[src/rtl/mult_div_unit.sv]
// Iterative MIPS multiply/divide unit owning HI/LO (MULT, MULTU, DIV, DIVU, MTHI, MTLO).
// Optional MDU_FAST_MUL_EN: single-cycle array multiply; divides stay iterative.
module mult_div_unit #(
   parameter int DATA_WIDTH = 32
) (
   input  logic                  clk,
   input  logic                  reset,
   input  logic                  start,
   input  logic [1:0]            op,
   input  logic [DATA_WIDTH-1:0] operand_a,
   input  logic [DATA_WIDTH-1:0] operand_b,
   input  logic                  hi_write,
   input  logic                  lo_write,
   input  logic [DATA_WIDTH-1:0] write_data,
   output logic                  busy,
   output logic                  done,
   output logic                  div_by_zero,
   output logic [DATA_WIDTH-1:0] hi,
   output logic [DATA_WIDTH-1:0] lo
);

   localparam int W  = DATA_WIDTH;
   localparam int CW = $clog2(W);

   typedef enum logic [1:0] {IDLE, CALC, FIXUP} state_t;

   state_t          state;
   logic            is_mul;
   logic            is_dz;
   logic            neg_q;
   logic            neg_r;
   logic [W-1:0]    a_reg;
   logic [W-1:0]    b_reg;
   logic [2*W-1:0]  acc;
   logic [CW-1:0]   cnt;

   logic [W-1:0]    a_mag;
   logic [W-1:0]    b_mag;
   logic [W:0]      mul_sum;
   logic [W:0]      rem_shift;
   logic [W:0]      rem_diff;
   logic            q_bit;
   logic [W-1:0]    rem_next;
   logic [2*W-1:0]  prod_fix;
   logic [W-1:0]    res_hi;
   logic [W-1:0]    res_lo;
`ifdef MDU_FAST_MUL_EN
   logic [2*W-1:0]  fast_prod;
`endif

   assign busy = (state != IDLE);

   // op[0] selects signed; the magnitude of the most negative value wraps to itself, as intended.
   assign a_mag = (op[0] && operand_a[W-1]) ? -operand_a : operand_a;
   assign b_mag = (op[0] && operand_b[W-1]) ? -operand_b : operand_b;

`ifdef MDU_FAST_MUL_EN
   assign fast_prod = {{W{1'b0}}, a_mag} * {{W{1'b0}}, b_mag};
`endif

   // Multiply: add into the upper half, then shift the whole accumulator right.
   assign mul_sum   = {1'b0, acc[2*W-1:W]} + {1'b0, (b_reg[0] ? a_reg : {W{1'b0}})};

   // Divide: remainder lives in acc upper half, quotient shifts into the lower half.
   assign rem_shift = {acc[2*W-1:W], a_reg[W-1]};
   assign rem_diff  = rem_shift - {1'b0, b_reg};
   assign q_bit     = ~rem_diff[W];
   assign rem_next  = q_bit ? rem_diff[W-1:0] : rem_shift[W-1:0];

   // NOTE: every variable assigned in this block gets a default first, so no latch can be inferred.
   always_comb begin
      prod_fix = neg_q ? -acc : acc;
      res_hi   = acc[2*W-1:W];
      res_lo   = acc[W-1:0];
      if (is_dz) begin
         res_hi = acc[2*W-1:W];
         res_lo = acc[W-1:0];
      end else if (is_mul) begin
         res_hi = prod_fix[2*W-1:W];
         res_lo = prod_fix[W-1:0];
      end else begin
         if (neg_r) res_hi = -acc[2*W-1:W];
         if (neg_q) res_lo = -acc[W-1:0];
      end
   end

   // NOTE: reset is synchronous and clears all state, so an abandoned operation leaves no trace.
   always_ff @(posedge clk) begin
      if (reset) begin
         state       <= IDLE;
         is_mul      <= 1'b0;
         is_dz       <= 1'b0;
         neg_q       <= 1'b0;
         neg_r       <= 1'b0;
         a_reg       <= '0;
         b_reg       <= '0;
         acc         <= '0;
         cnt         <= '0;
         hi          <= '0;
         lo          <= '0;
         done        <= 1'b0;
         div_by_zero <= 1'b0;
      end else begin
         done        <= 1'b0;
         div_by_zero <= 1'b0;
         case (state)
            IDLE: begin
               if (start) begin
                  is_mul <= ~op[1];
                  is_dz  <= 1'b0;
                  neg_q  <= op[0] & (operand_a[W-1] ^ operand_b[W-1]);
                  neg_r  <= op[0] & operand_a[W-1];
                  a_reg  <= a_mag;
                  b_reg  <= b_mag;
                  acc    <= '0;
                  cnt    <= '0;
                  state  <= CALC;
                  if (op[1] && operand_b == '0) begin
                     // Divide by zero skips CALC; the final result is staged in acc.
                     is_dz <= 1'b1;
                     acc   <= {operand_a, {W{1'b1}}};
                     state <= FIXUP;
                  end
`ifdef MDU_FAST_MUL_EN
                  else if (!op[1]) begin
                     acc   <= fast_prod;
                     state <= FIXUP;
                  end
`endif
               end else begin
                  if (hi_write) hi <= write_data;
                  if (lo_write) lo <= write_data;
               end
            end
            CALC: begin
               if (is_mul) begin
                  acc   <= {mul_sum, acc[W-1:1]};
                  b_reg <= b_reg >> 1;
               end else begin
                  acc   <= {rem_next, acc[W-2:0], q_bit};
                  a_reg <= a_reg << 1;
               end
               cnt <= cnt + CW'(1);
               if (cnt == CW'(W-1)) state <= FIXUP;
            end
            FIXUP: begin
               hi          <= res_hi;
               lo          <= res_lo;
               done        <= 1'b1;
               div_by_zero <= is_dz;
               state       <= IDLE;
            end
            default: state <= IDLE;
         endcase
      end
   end

endmodule
[config.mk]
export PLATFORM = sky130hd
export DESIGN_NAME = mult_div_unit
export DESIGN_NICKNAME = d
export VERILOG_FILES = /design/src/rtl/mult_div_unit.sv
export SDC_FILE = /design/constraint.sdc
export NUM_CORES = 1
export LEC_CHECK = 0
export CORE_AREA = 4 4 131 227
export CTS_CLUSTER_DIAMETER = 150
export CTS_CLUSTER_SIZE = 10
export DETAILED_ROUTE_END_ITERATION = 16
export DIE_AREA = 0 0 135 231
export PLACE_DENSITY = 0.79
export SETUP_SLACK_MARGIN = 0.3
export SYNTH_ARGS = -nofsm -noshare
export SYNTH_HDL_FRONTEND = slang
export SYNTH_SLANG_ARGS = --single-unit
[constraint.sdc]
create_clock -name clk -period 4.25 [get_ports clk]
set_input_delay 0.425 -clock clk [delete_from_list [all_inputs] [get_ports clk]]
set_output_delay 0.425 -clock clk [all_outputs]
set_load 0.05 [all_outputs]
# Word level (Yosys, flattened, before mapping)
# Index checks and enable logic that the tools add are counted.
[totals] reg_bits=205 elab_cells=88
[classes] n_eq_ne=10 bitwise_logic=6 add_sub_neg=8 mux=35 n_reduce_logical=16
[ops] op="$mux 32" count=18
[ops] op="$mux 64" count=4
[ops] op="$pmux 32 s2" count=4
[ops] op="$neg 32->32" count=4
[ops] op="$pmux 64 s2" count=1
[ops] op="$neg 64->64" count=1
[ops] op="$add 32x32->33" count=1
[ops] op="$sub 33x32->33" count=1
[ops] op="$logic_not 32->1" count=1
[ops] op="$ne 2x2->1 const B" count=7
[ops] op="$reduce_and 3->1" count=4
[ops] op="$pmux 5 s2" count=1
[ops] op="$mux 2" count=3
[ops] op="$reduce_and 2->1" count=3
[ops] op="$reduce_bool 2->1" count=3
[ops] op="$add 5x1->5 const B" count=1
[ops] op="$eq 5x5->1 const B" count=1
[ops] op="$mux 5" count=1
[ops] op="$pmux 2 s2" count=1
[ops] op="$logic_and 1x1->1" count=3
[ops] op="$not 1->1" count=3
[ops] op="$and 1x1->1" count=2
[ops] op="$eq 2x1->1 const B" count=1
[ops] op="$eq 2x2->1 const B" count=1
[ops] op="4 further kinds" count=5

# Logic depth before layout (Yosys ltp)
[depth] depth_word=5 ltp_mapped=14 ltp_nobuf=12

# Worst setup path before layout
# Ideal clock, no wire load.
[synth_timing] path_type="register to register" start="reg b_reg[0]" end="reg acc[61]" stages_incl_launch_ff=14 path_slack_ns=1.117 setup_time_ns=0.087 n_path_buf=1 synth_period_minus_slack_ns=3.133 arrival_ns=3.046 cell_sequence="dfxtp_1 -> clkbuf_1 -> and2_1 -> ha_1 -> fa_1 -> a211oi_1 -> o21ai_0 -> a21oi_1 -> nor3_1 -> o21ai_0 -> a311oi_1 -> a31o_2 -> a41o_1 -> o31ai_1"
[synth_via] elab_chain_len=4
[synth_lines] item="start, declared" line="33" source="logic [W-1:0] b_reg;"
[synth_lines] item="start signal, assigned" line="114" source="b_reg <= b_mag;"
[synth_lines] item="start signal, assigned" line="138" source="b_reg <= b_reg >> 1;"
[synth_lines] item="$sub 33x32->33 / $mux 32 (equally long branches)" line="66, 62"
[synth_lines] item="$mux 32 / $add 32x32->33 (equally long branches)" line="68, 62"
[synth_lines] item="$mux 64 (*)" line="136" source="if (is_mul) begin"
[synth_lines] item="$pmux 64 s2 (*)" line="106" source="case (state)"
[synth_lines] item="end signal, assigned" line="121" source="acc <= {operand_a, {W{1'b1}}};"
[synth_lines] item="end signal, assigned" line="137" source="acc <= {mul_sum, acc[W-1:1]};"
[synth_lines] item="end signal, assigned" line="140" source="acc <= {rem_next, acc[W-2:0], q_bit};"
[synth_lines] item="end, declared" line="34" source="logic [2*W-1:0] acc;"
# Every way passes the cells marked *; elsewhere a longest branch is shown, timed or not.
# A chain may end at the register's enable or synchronous reset.

# Final worst setup path
[layout_timing] start="reg b_reg[0]" end="reg acc[53]"
# The elaborated chain is that of the path after synthesis.

==> results.json <==
{
  "p_sw_w": 0.003391,
  "start_kind": "flop",
  "synthesis.instances": 2091,
  "drc": 0,
  "rsz0062_at_grt": "no",
  "wl_per_cell_um": 22.89,
  "clock.fmax_ghz": 0.2700,
  "fin_worst_skew_ps": 22.67,
  "ant_nets": 0,
  "cap_violations": 0,
  "largest_reg_flops": 64,
  "clk_pin_slew_ps": 70,
  "min_period_over_period_pct": 87.15,
  "boundaryPins": 170,
  "ys_ff_latch": 205,
  "clkLatencyLatePin_ps": 560,
  "grt_overflow": 0,
  "slew_violations": 0,
  "vias": 16857,
  "p_comb_share_pct": 47.6,
  "crit_fanout": 21,
  "synth_flop_cell": "dfxtp_1",
  "drive_above_1_share_pct": 5.611,
  "synth-compound-area-share_pct": 28.62,
  "core_area_um2": 27870,
  "outcome": "finished clean",
  "end_kind": "flop",
  "setup_viol": 0,
  "clockRootBuffer": "clkbuf_16",
  "grt_usage_pct": 36.30,
  "critPathArrivalTime_ps": 4100,
  "rows": 81,
  "fin_tns_setup_ps": 0,
  "viasPerCell": 6.572,
  "placed_area_um2": 17980,
  "firstDrtPassIters": 8,
  "syn-cell-area_um2": 15950,
  "cts_buffers": 24,
  "powerDensity_nw_per_um2": 427.4,
  "clockBufferDepth": 3,
  "cp.required_ps": 4650,
  "final_area_um2": 18620,
  "grt_start_max_net_pins": 97,
  "p_total_w": 0.007961,
  "synth-simple-area-share_pct": 18.52,
  "synth_edf_count": 0,
  "synth_fa_ha_area_share_pct": 5.822,
  "cts.htree.levels": 1,
  "whs_ps": 353.2,
  "max_slew_margin_pct": 26.20,
  "irDropWorstVdd_mv": 0.2871,
  "fin_ws_ps": 546.2,
  "switching_share_pct": 42.59,
  "synthToLayoutAreaGrowth_pct": 16.79,
  "hold_path.class": "in2reg",
  "place_worst_setup_slack_ps": 494.5,
  "yosys-mux-area-fraction_pct": 7.093,
  "synth_top_family_by_area": "compound AO/OA/AOI/OAI gates",
  "synth_cell_types": 81,
  "seq_power_share_pct": 28.8,
  "seq_area_frac_synth_pct": 25.74,
  "grt_antenna_before_repair": 0,
  "finalHoldViolCount": 0,
  "synth_xor_area_share_pct": 8.843,
  "leakage_nw": 7.192,
  "clockPowerShare_pct": 23.6,
  "critPathKind": "reg2reg",
  "gp_congestion": 1.050,
  "cts.sinks": 205,
  "layout_min_cycle_time_ps": 3704,
  "synthArstFlopShare_pct": 0,
  "top_register": "acc",
  "drtIter0Drc": 1348,
  "wl_um": 58720,
  "port_buffers": 169,
  "diodes": 0,
  "p_int_w": 0.004570,
  "die_h_um": 231,
  "synth_area_per_cell_um2": 7.626,
  "die_w_um": 135,
  "grt_pass1_vias": 16510,
  "fin_nets": 2368,
  "tightest_slew_ps": 1107,
  "start_util_pct": 57.22,
  "cts_tree": "yes",
  "die_area_um2": 31190,
  "ys_warn_count": 0,
  "grt_pass1_wl_um": 89420,
  "hpwl_um": 43230,
  "synth_nets": 2267
}
-- logic make-up (layout without fill, tap and decap cells) --
| family | after synthesis | after routing |
|---|---|---|
| AND/OR/NAND/NOR | 637 | 637 |
| XOR/XNOR | 161 | 161 |
| flip-flops | 205 | 205 |
| buffers and inverters | 217 | 318 |
| AO/OA/AOI/OAI | 686 | 686 |
| multiplexers | 112 | 112 |
| adder cells (fa/ha/maj) | 73 | 73 |
-- layout by cell type (no fill, tap or decap), types with 8 or more instances in the layout --
master           synthesis  layout
nor2_1                 279     276
a211oi_1               206     206
dfxtp_1                205     204
a21oi_1                185     185
clkdlybuf4s50_1          0     168
nand2_1                132     132
mux2i_1                104     104
xnor2_1                 93      93
o21ai_0                 85      85
ha_1                    71      71
xor2_1                  68      68
inv_1                   66      66
buf_4                    3      56
and2_1                  44      42
nor3_1                  36      36
nand3_1                 29      29
o31ai_1                 26      26
a21o_1                  26      26
a22oi_1                 25      25
clkbuf_16                0      25
nor4_1                  17      17
a31oi_1                 17      17
o211ai_1                14      14
nand2b_1                16      14
or3_1                   13      13
nand4_1                 12      12
nor2b_1                 12      11
and3_1                  11      10
a311oi_1                10      10
o21bai_1                10      10
o21a_1                   8       8
o22ai_1                  8       8
-- area by class of cell --
cell class	instances	area, um2
Multi-Input combinational cell	1669	11040
Fill cell	2458	9246
Sequential cell	205	4105
Timing Repair Buffer	226	2133
Clock buffer	25	625.6
Tap cell	373	466.7
Inverter	66	247.7
Clock inverter	1	7.507
-- final timing paths --
path,to,from,cells past startpoint,slack (ps)
setup / recovery,acc[53]$_SDFFE_PP0P_,b_reg[0]$_SDFFE_PP0P_,13,550
hold / removal,is_dz$_SDFFE_PP0P_,reset,2,350
setup reg to reg,acc[53]$_SDFFE_PP0P_,b_reg[0]$_SDFFE_PP0P_,13,550
hold reg to reg,cnt[3]$_SDFFE_PP0P_,cnt[3]$_SDFFE_PP0P_,1,460
-- worst max-delay path, stage by stage, from the launching register on --
cell and delay (ps):
dfxtp_1 330, buf_4 210, and2_1 180, ha_1 220, fa_1 440, a211oi_1 360
o21ai_0 170, a21oi_1 300, nor3_1 160, nor2_1 210, o21ai_0 130, xor2_1 170
a21oi_1 490, o21ai_0 170
-- repair_timing --
action | 4_1_cts | 5_1_grt
hold buffers | 0 | 0
setup endpoints to repair | 0 | 1
setup buffers | 0 | 0
endpoints found under the hold margin | 0 | 0
resized for setup | 0 | 1
-- metal layers --
metal / part of all wire (%) / global-route usage, % / vias to the layer above
met5: 0 / 0 / -
met1: 33 / 35.94 / 7869
met4: 10 / 30.83 / 0
met2: 49 / 63.93 / 809
li1: - / - / 7837
met3: 7.6 / 7.043 / 342
-- synth_stat cells (all sizes together) (5+ instances only) --
master  number  share of area, %
o31ai       26               1.2
or2          6              0.25
o31a         5              0.27
a22o         5              0.27
nor2b       12              0.47
o41ai        8              0.49
a21oi      186               5.9
nand2b      16              0.63
nand3       30              0.97
o21ai       87               2.7
o21a         8              0.38
o21bai      11              0.59
nor2       279               6.6
inv         66               1.6
or3         14              0.58
nand4       12              0.47
buf         33               1.0
mux2i      104               6.5
mux2         8              0.56
a21boi       5              0.24
nor3        38               1.3
a211oi     207               9.8
o211a        5              0.31
a311oi      10              0.55
dfxtp      205                26
ha          71               5.6
or4          8              0.40
xnor2       93               5.1
a21o        26               1.2
o22ai        8              0.31
a221oi       6              0.33
and3        11              0.43
and2        45               1.8
clkbuf     118               2.8
nand2      132               3.1
o211ai      15              0.74
nand3b       6              0.28
nor4        18              0.75
a31oi       17              0.67
a22oi       25               1.2
xor2        68               3.7
-- stage by stage --
step	util, %	std cells
after global routing	66.82	2565
after CTS	66.80	2565
final	66.82	2565
after detailed placement	64.53	2539
after floorplan	-	2091
after global placement	64.53	2539
-- power by group through the flow --
stage / registers [W] / logic [W] / clock network [W]
global route: 0.00231 / 0.00404 / 0.00194
detailed placement: 0.00232 / 0.00366 / 0
finish: 0.00229 / 0.00379 / 0.00188
CTS: 0.00228 / 0.00367 / 0.00188
floorplan: 0.00237 / 0.00246 / 0
global placement: 0.00232 / 0.00361 / 0
No activity file was read; power rests on OpenSTA's default activity.
==> variant 1, RTL diff (config.mk and constraints unchanged) <==
Register the output `done` once more, with the module's reset; this adds one clock of latency there. The other outputs are not delayed to match.
--- a/src/rtl/mult_div_unit.sv
+++ b/src/rtl/mult_div_unit.sv
@@ -25,2 +25,4 @@
    typedef enum logic [1:0] {IDLE, CALC, FIXUP} state_t;
+
+   logic done_s0;
 
@@ -100,6 +102,6 @@
          lo          <= '0;
-         done        <= 1'b0;
+         done_s0     <= 1'b0;
          div_by_zero <= 1'b0;
       end else begin
-         done        <= 1'b0;
+         done_s0     <= 1'b0;
          div_by_zero <= 1'b0;
@@ -148,3 +150,3 @@
                lo          <= res_lo;
-               done        <= 1'b1;
+               done_s0     <= 1'b1;
                div_by_zero <= is_dz;
@@ -157,2 +159,10 @@
 
+   always_ff @(posedge clk) begin
+      if (reset) begin
+         done <= '0;
+      end else begin
+         done <= done_s0;
+      end
+   end
+
 endmodule
Check against the original RTL: not equivalent (a bounded check fails within 4 cycles, from zero or initial values and one cycle with reset high).
==> variant 1 against the unedited design <==
  * Worst setup slack worse by 0.080 ns
  * Sequential cell count rose by 1
  * Sequential power down 3%
  * Cell area up 1.8%
  * Power shrank 18%
  * Critical path depth is 1 higher
  * Synthesized area increased by 1.3%
  * Routed wire length increased by 2.5%
  * Critical path type unchanged
  * Largest power group unchanged
==> variant 1: results (changes against the unedited design) <==
yosys:
  synth_commonest_cells: "257 x nor2_1, 206 x dfxtp_1, 193 x a21oi_1"
  yosys.area_share.adder_pct: 5.748  # -0.074 points
  post_synth_main_area_contributors: "dfxtp_1 26%, a211oi_1 7.5%, mux2i_1 6.8%, a21oi_1 6.0%, nor2_1 6.0%"
  ys_seq_area_share_pct: 25.53  # -0.20 points
  synthMuxAreaShare_pct: 6.817  # -0.28 points
  synth-compound-area-share_pct: 27.71  # -0.91 points
  synth_fp_nets: 2306  # +1.7%
  synth.distinct_cells: 82  # +1.2%
  synth_xor_area_share_pct: 8.947  # +0.10 points
timing:
  relSlewSlack_pct: 29.56  # +3.4 points
  skew_ns: 0.01578  # -0.006887 ns
  whs_ns: 0.4399  # +0.08672 ns
global_route:
  grt_max_degree: 115  # +19%
  antenna_found_initial: 1  # +1
  track_usage_pct: 37.42  # +1.1 points
  grt_pass1_vias: 17050  # +3.3%
  grt_first_pass_wirelength_mm: 92.77  # +3.7%
setup_path:
  r2r_slack_ns: 0.47  # -0.08 ns
  slowest_delay_ns: 0.45  # -0.04 ns
  arrival_ns: 4.22  # +0.12 ns
  crit_family: "compound AO/OA/AOI/OAI gates"
  regToRegEndpoint: "acc[59]"
  worst_r2r_path_depth: 14  # +1
  cp_max_fo: 9  # -57%
  cp_slowest_cell: "a311o_1"
detailed_routing:
  first_iter_violations: 1361  # +0.96%
  drtPass1Iterations: 6  # -2
  via_per_inst: 6.557  # -0.23%
  routed_wirelength_mm: 60.20  # +2.5%
power_and_ir_drop:
  ir_drop_mv: 0.2979  # +3.8%
  leakagePower_nw: 7.571  # +5.3%
place:
  pre_cts_ws_ns: 0.5387  # +0.04420 ns
  post-dp-hpwl_mm: 45.73  # +5.8%
  place.gp.congestion: 0.9267  # -12%
status:
  status: "finished clean"
layout:
  drive_gt1_share_pct: 5.919  # +0.31 points
  largest_register: "acc"
  finalNetCount: 2405  # +1.6%
hold_path:
  worstHoldEndpoint: "cnt[0]"
clocking:
  clk_latency_ns: 0.54  # -0.02 ns
## variant 1: cell types whose count changed after synthesis, moves of 10 or more
cell	before	now
nor2_1	279	257
xnor2_1	93	74
o21ai_0	85	100
xor2_1	68	91
nor3_1	36	67
a211oi_1	206	162
clkbuf_1	117	135
a21o_1	26	36
## variant 1: worst max-delay path by stage
| stage | start | to | slack [ns] |
|---|---|---|---|
| 2_1_floorplan | b_reg[0] | acc[59] | 0.71 |
| 3_3_place_gp | b_reg[0] | acc[59] | 0.56 |
| 3_5_place_dp | acc[52] | acc[38] | 0.54 |
| 4_1_cts | b_reg[0] | acc[59] | 0.42 |
| 5_1_grt | b_reg[0] | acc[59] | 0.35 |
| 6_report | b_reg[0] | acc[59] | 0.47 |
## variant 1: cell families after synthesis
kind of cell,after synthesis
adders and majority gates,73
DFF,206
xor gates and xnor gates,165
buffers and inverters,229
muxes,110
AOI/OAI and AO/OA,681
and+or+nand+nor,666
## variant 1: metal layers
layer	vias to the layer above	part of all wire (%)	global-route usage [%]
met5	-	0	0
met4	0	9.3	29.79
met3	289	6.8	4.165
met2	885	51	67.65
met1	7957	33	38.32
li1	7943	-	-
## variant 1: per-stage QoR
step	std cells	power, W	area (µm²)
after floorplan	2130	0.003807	16150
after global placement	2576	0.004569	18300
after detailed placement	2576	0.004601	18300
after CTS	2603	0.006489	18960
after global routing	2604	0.006795	18970
final	2604	0.006533	18970
## variant 1: timing repair
action | CTS | global route
gates resized for setup | 0 | 3
setup endpoints to repair | 0 | 6
hold buffers | 0 | 0
## variant 1: layout make-up
cell class	count	area [µm²]
antenna	1	2.502
clock buffer	26	629.4
clock inverter	1	30.03
fill	2374	8904
inverter	66	247.7
multi-input combinational	1695	11210
sequential	206	4128
tap	373	466.7
timing repair buffer	236	2255
## variant 1: worst register-to-register path, cell delays in order (launching register included)
cell and delay (ns):
dfxtp_1 0.40, and2_1 0.20, ha_1 0.21, fa_1 0.42, a21oi_2 0.20, o211ai_1 0.10
a311o_1 0.45, a31oi_1 0.34, o21ai_1 0.21, a311oi_1 0.37, buf_4 0.19, o21ai_0 0.10
xnor2_1 0.17, nand4_1 0.11, and3_1 0.20
## variant 1: report_power, final
group | internal, W | switching (W)
clock | 0.00109 | 0.000821
combinational | 0.000939 | 0.00147
sequential | 0.00207 | 0.000147
==> variant 2, RTL diff (same settings) <==
Made on the original files. Change the parameter `DATA_WIDTH` from 32 to 16.
--- a/src/rtl/mult_div_unit.sv
+++ b/src/rtl/mult_div_unit.sv
@@ -3,3 +3,3 @@
 module mult_div_unit #(
-   parameter int DATA_WIDTH = 32
+   parameter int DATA_WIDTH = 16
 ) (
Ports: changed (5 resized); port bits go from 170 to 90. The function was not compared with the original's and may differ.
==> variant 2 against the unedited design <==
  * Maximum frequency increased by 5.4%
  * Power decreased by 50%
  * Synthesized area is 50% lower
  * Sequential power is 47% lower
  * Cell area shrank 49%
  * Worst setup slack gained 0.19 ns
  * Sequential cell count decreased by 97
  * Routed wire length is 55% lower
  * Largest power group unchanged
==> variant 2: results (changes against the unedited design) <==
global_route:
  grt_pass1_vias: 7924  # -52%
  track_usage_pct: 16.50  # -20 points
  grt_first_pass_wirelength_mm: 41.52  # -54%
  grt_max_degree: 59  # -39%
status:
  status: "finished clean"
layout:
  largest_reg_flops: 32  # -50%
  stdcell_area_um2: 9547  # -49%
  finalNetCount: 1173  # -50%
  drive_gt1_share_pct: 5.540  # -0.071 points
  fillCellCount: 2862  # +16%
yosys:
  ys_seq_area_share_pct: 27.02  # +1.3 points
  synthMuxAreaShare_pct: 6.145  # -0.95 points
  synth_commonest_cells: "141 x nor2_1, 108 x dfxtp_1, 89 x a21oi_1"
  synth-compound-area-share_pct: 27.52  # -1.1 points
  synth_xor_area_share_pct: 8.960  # +0.12 points
  yosys.area_share.adder_pct: 6.443  # +0.62 points
  synth.distinct_cells: 74  # -8.6%
detailed_routing:
  wl_per_cell_um: 18.13  # -21%
  dr_total_vias: 8100  # -52%
  first_iter_violations: 732  # -46%
  drtPass1Iterations: 6  # -2
  routed_wirelength_mm: 26.39  # -55%
timing:
  worstMarginPinSlew_ns: 1.132  # +0.02521 ns
  skew_ns: 0.01179  # -0.01088 ns
place:
  portBuffers: 89  # -47%
  place.gp.congestion: 0.9351  # -11%
  pre_cts_ws_ns: 0.7841  # +0.2896 ns
  placed_area_um2: 9235  # -49%
  placedCellCount: 1440  # -43%
  post-dp-hpwl_mm: 20.35  # -53%
hold_path:
  holdCritStartpoint: "a_reg[1]"
setup_path:
  cp_slowest_cell: "dfxtp_1"
  slowest_delay_ns: 0.47  # -0.02 ns
clocking:
  clk_latency_ns: 0.36  # -0.20 ns
  clkSlewWorstSetupHoldPaths_ns: 0.08
  clock_tree.buffer_depth: 2  # -1
  tritoncts.num_buffers: 9  # -63%
  h-tree-depth: 3  # +2
power_and_ir_drop:
  leakagePower_nw: 3.578  # -50%
[variant 2: cell count changes in the layout (fill, tap and decap cells not counted), sizes merged, moves of 74 or more]
cell	delta
a211oi	-141
a21oi	-94
clkdlybuf4s50	-80
dfxtp	-97
nand2	-74
nor2	-137
[variant 2: kinds of logic (layout without fill, tap and decap cells)]
logic type | after synthesis | after routing
buf+inv | 99 | 158
flops | 108 | 108
compound gates | 331 | 331
xor+xnor | 81 | 81
fa+ha+maj | 40 | 40
mux | 48 | 48
simple gates | 317 | 317
[variant 2: through the flow]
stage	hold slack [ns]	power (W)
after floorplan	0.4407	0.002490
final	0.4806	0.003945
after detailed placement	0.4637	0.003031
after CTS	0.4748	0.003899
after global placement	0.4574	0.003001
after global routing	0.5233	0.004145
[variant 2: layout make-up]
cell class                      count  area share (%)
Inverter                           36           1.415
Tap cell                          373           4.889
Timing Repair Buffer              106           10.62
Clock buffer                        9           2.359
Sequential cell                   108           22.65
Multi-Input combinational cell    817           57.17
Clock inverter                      7          0.9043
[variant 2: report_power, final]
part	switching, W	leakage (nW)	internal (W)
sequential	0.000120	0.884	0.00110
combinational	0.00111	2.54	0.000739
clock	0.000445	0.151	0.000426
total	0.00168	3.58	0.00227
[variant 2: path summary, 6_finish.rpt]
kind | end | slack, ns | depth (start not counted)
worst max-delay path | acc[16] | 0.74 | 9
worst max register to register | acc[16] | 0.74 | 9
worst min-delay path | a_reg[1] | 0.48 | 2
worst min register to register | a_reg[1] | 0.48 | 2
[variant 2: metal layers]
layer | global-route usage (%) | up-vias | wire, µm
met5 | 0 | - | 0
met4 | 8.890 | 0 | 1528
met3 | 2.704 | 91 | 1853
met2 | 30.03 | 354 | 13340
met1 | 18.00 | 3771 | 9672
li1 | - | 3884 | -
[variant 2: critical path: cells and delay by family, from the launching register on]
kind / cells / cell delay [ns]
muxes: 1 / 0.39
adders and majority gates: 2 / 0.69
DFF: 1 / 0.47
AOI/OAI and AO/OA: 4 / 1.19
xor gates and xnor gates: 1 / 0.44
and+or+nand+nor: 1 / 0.19
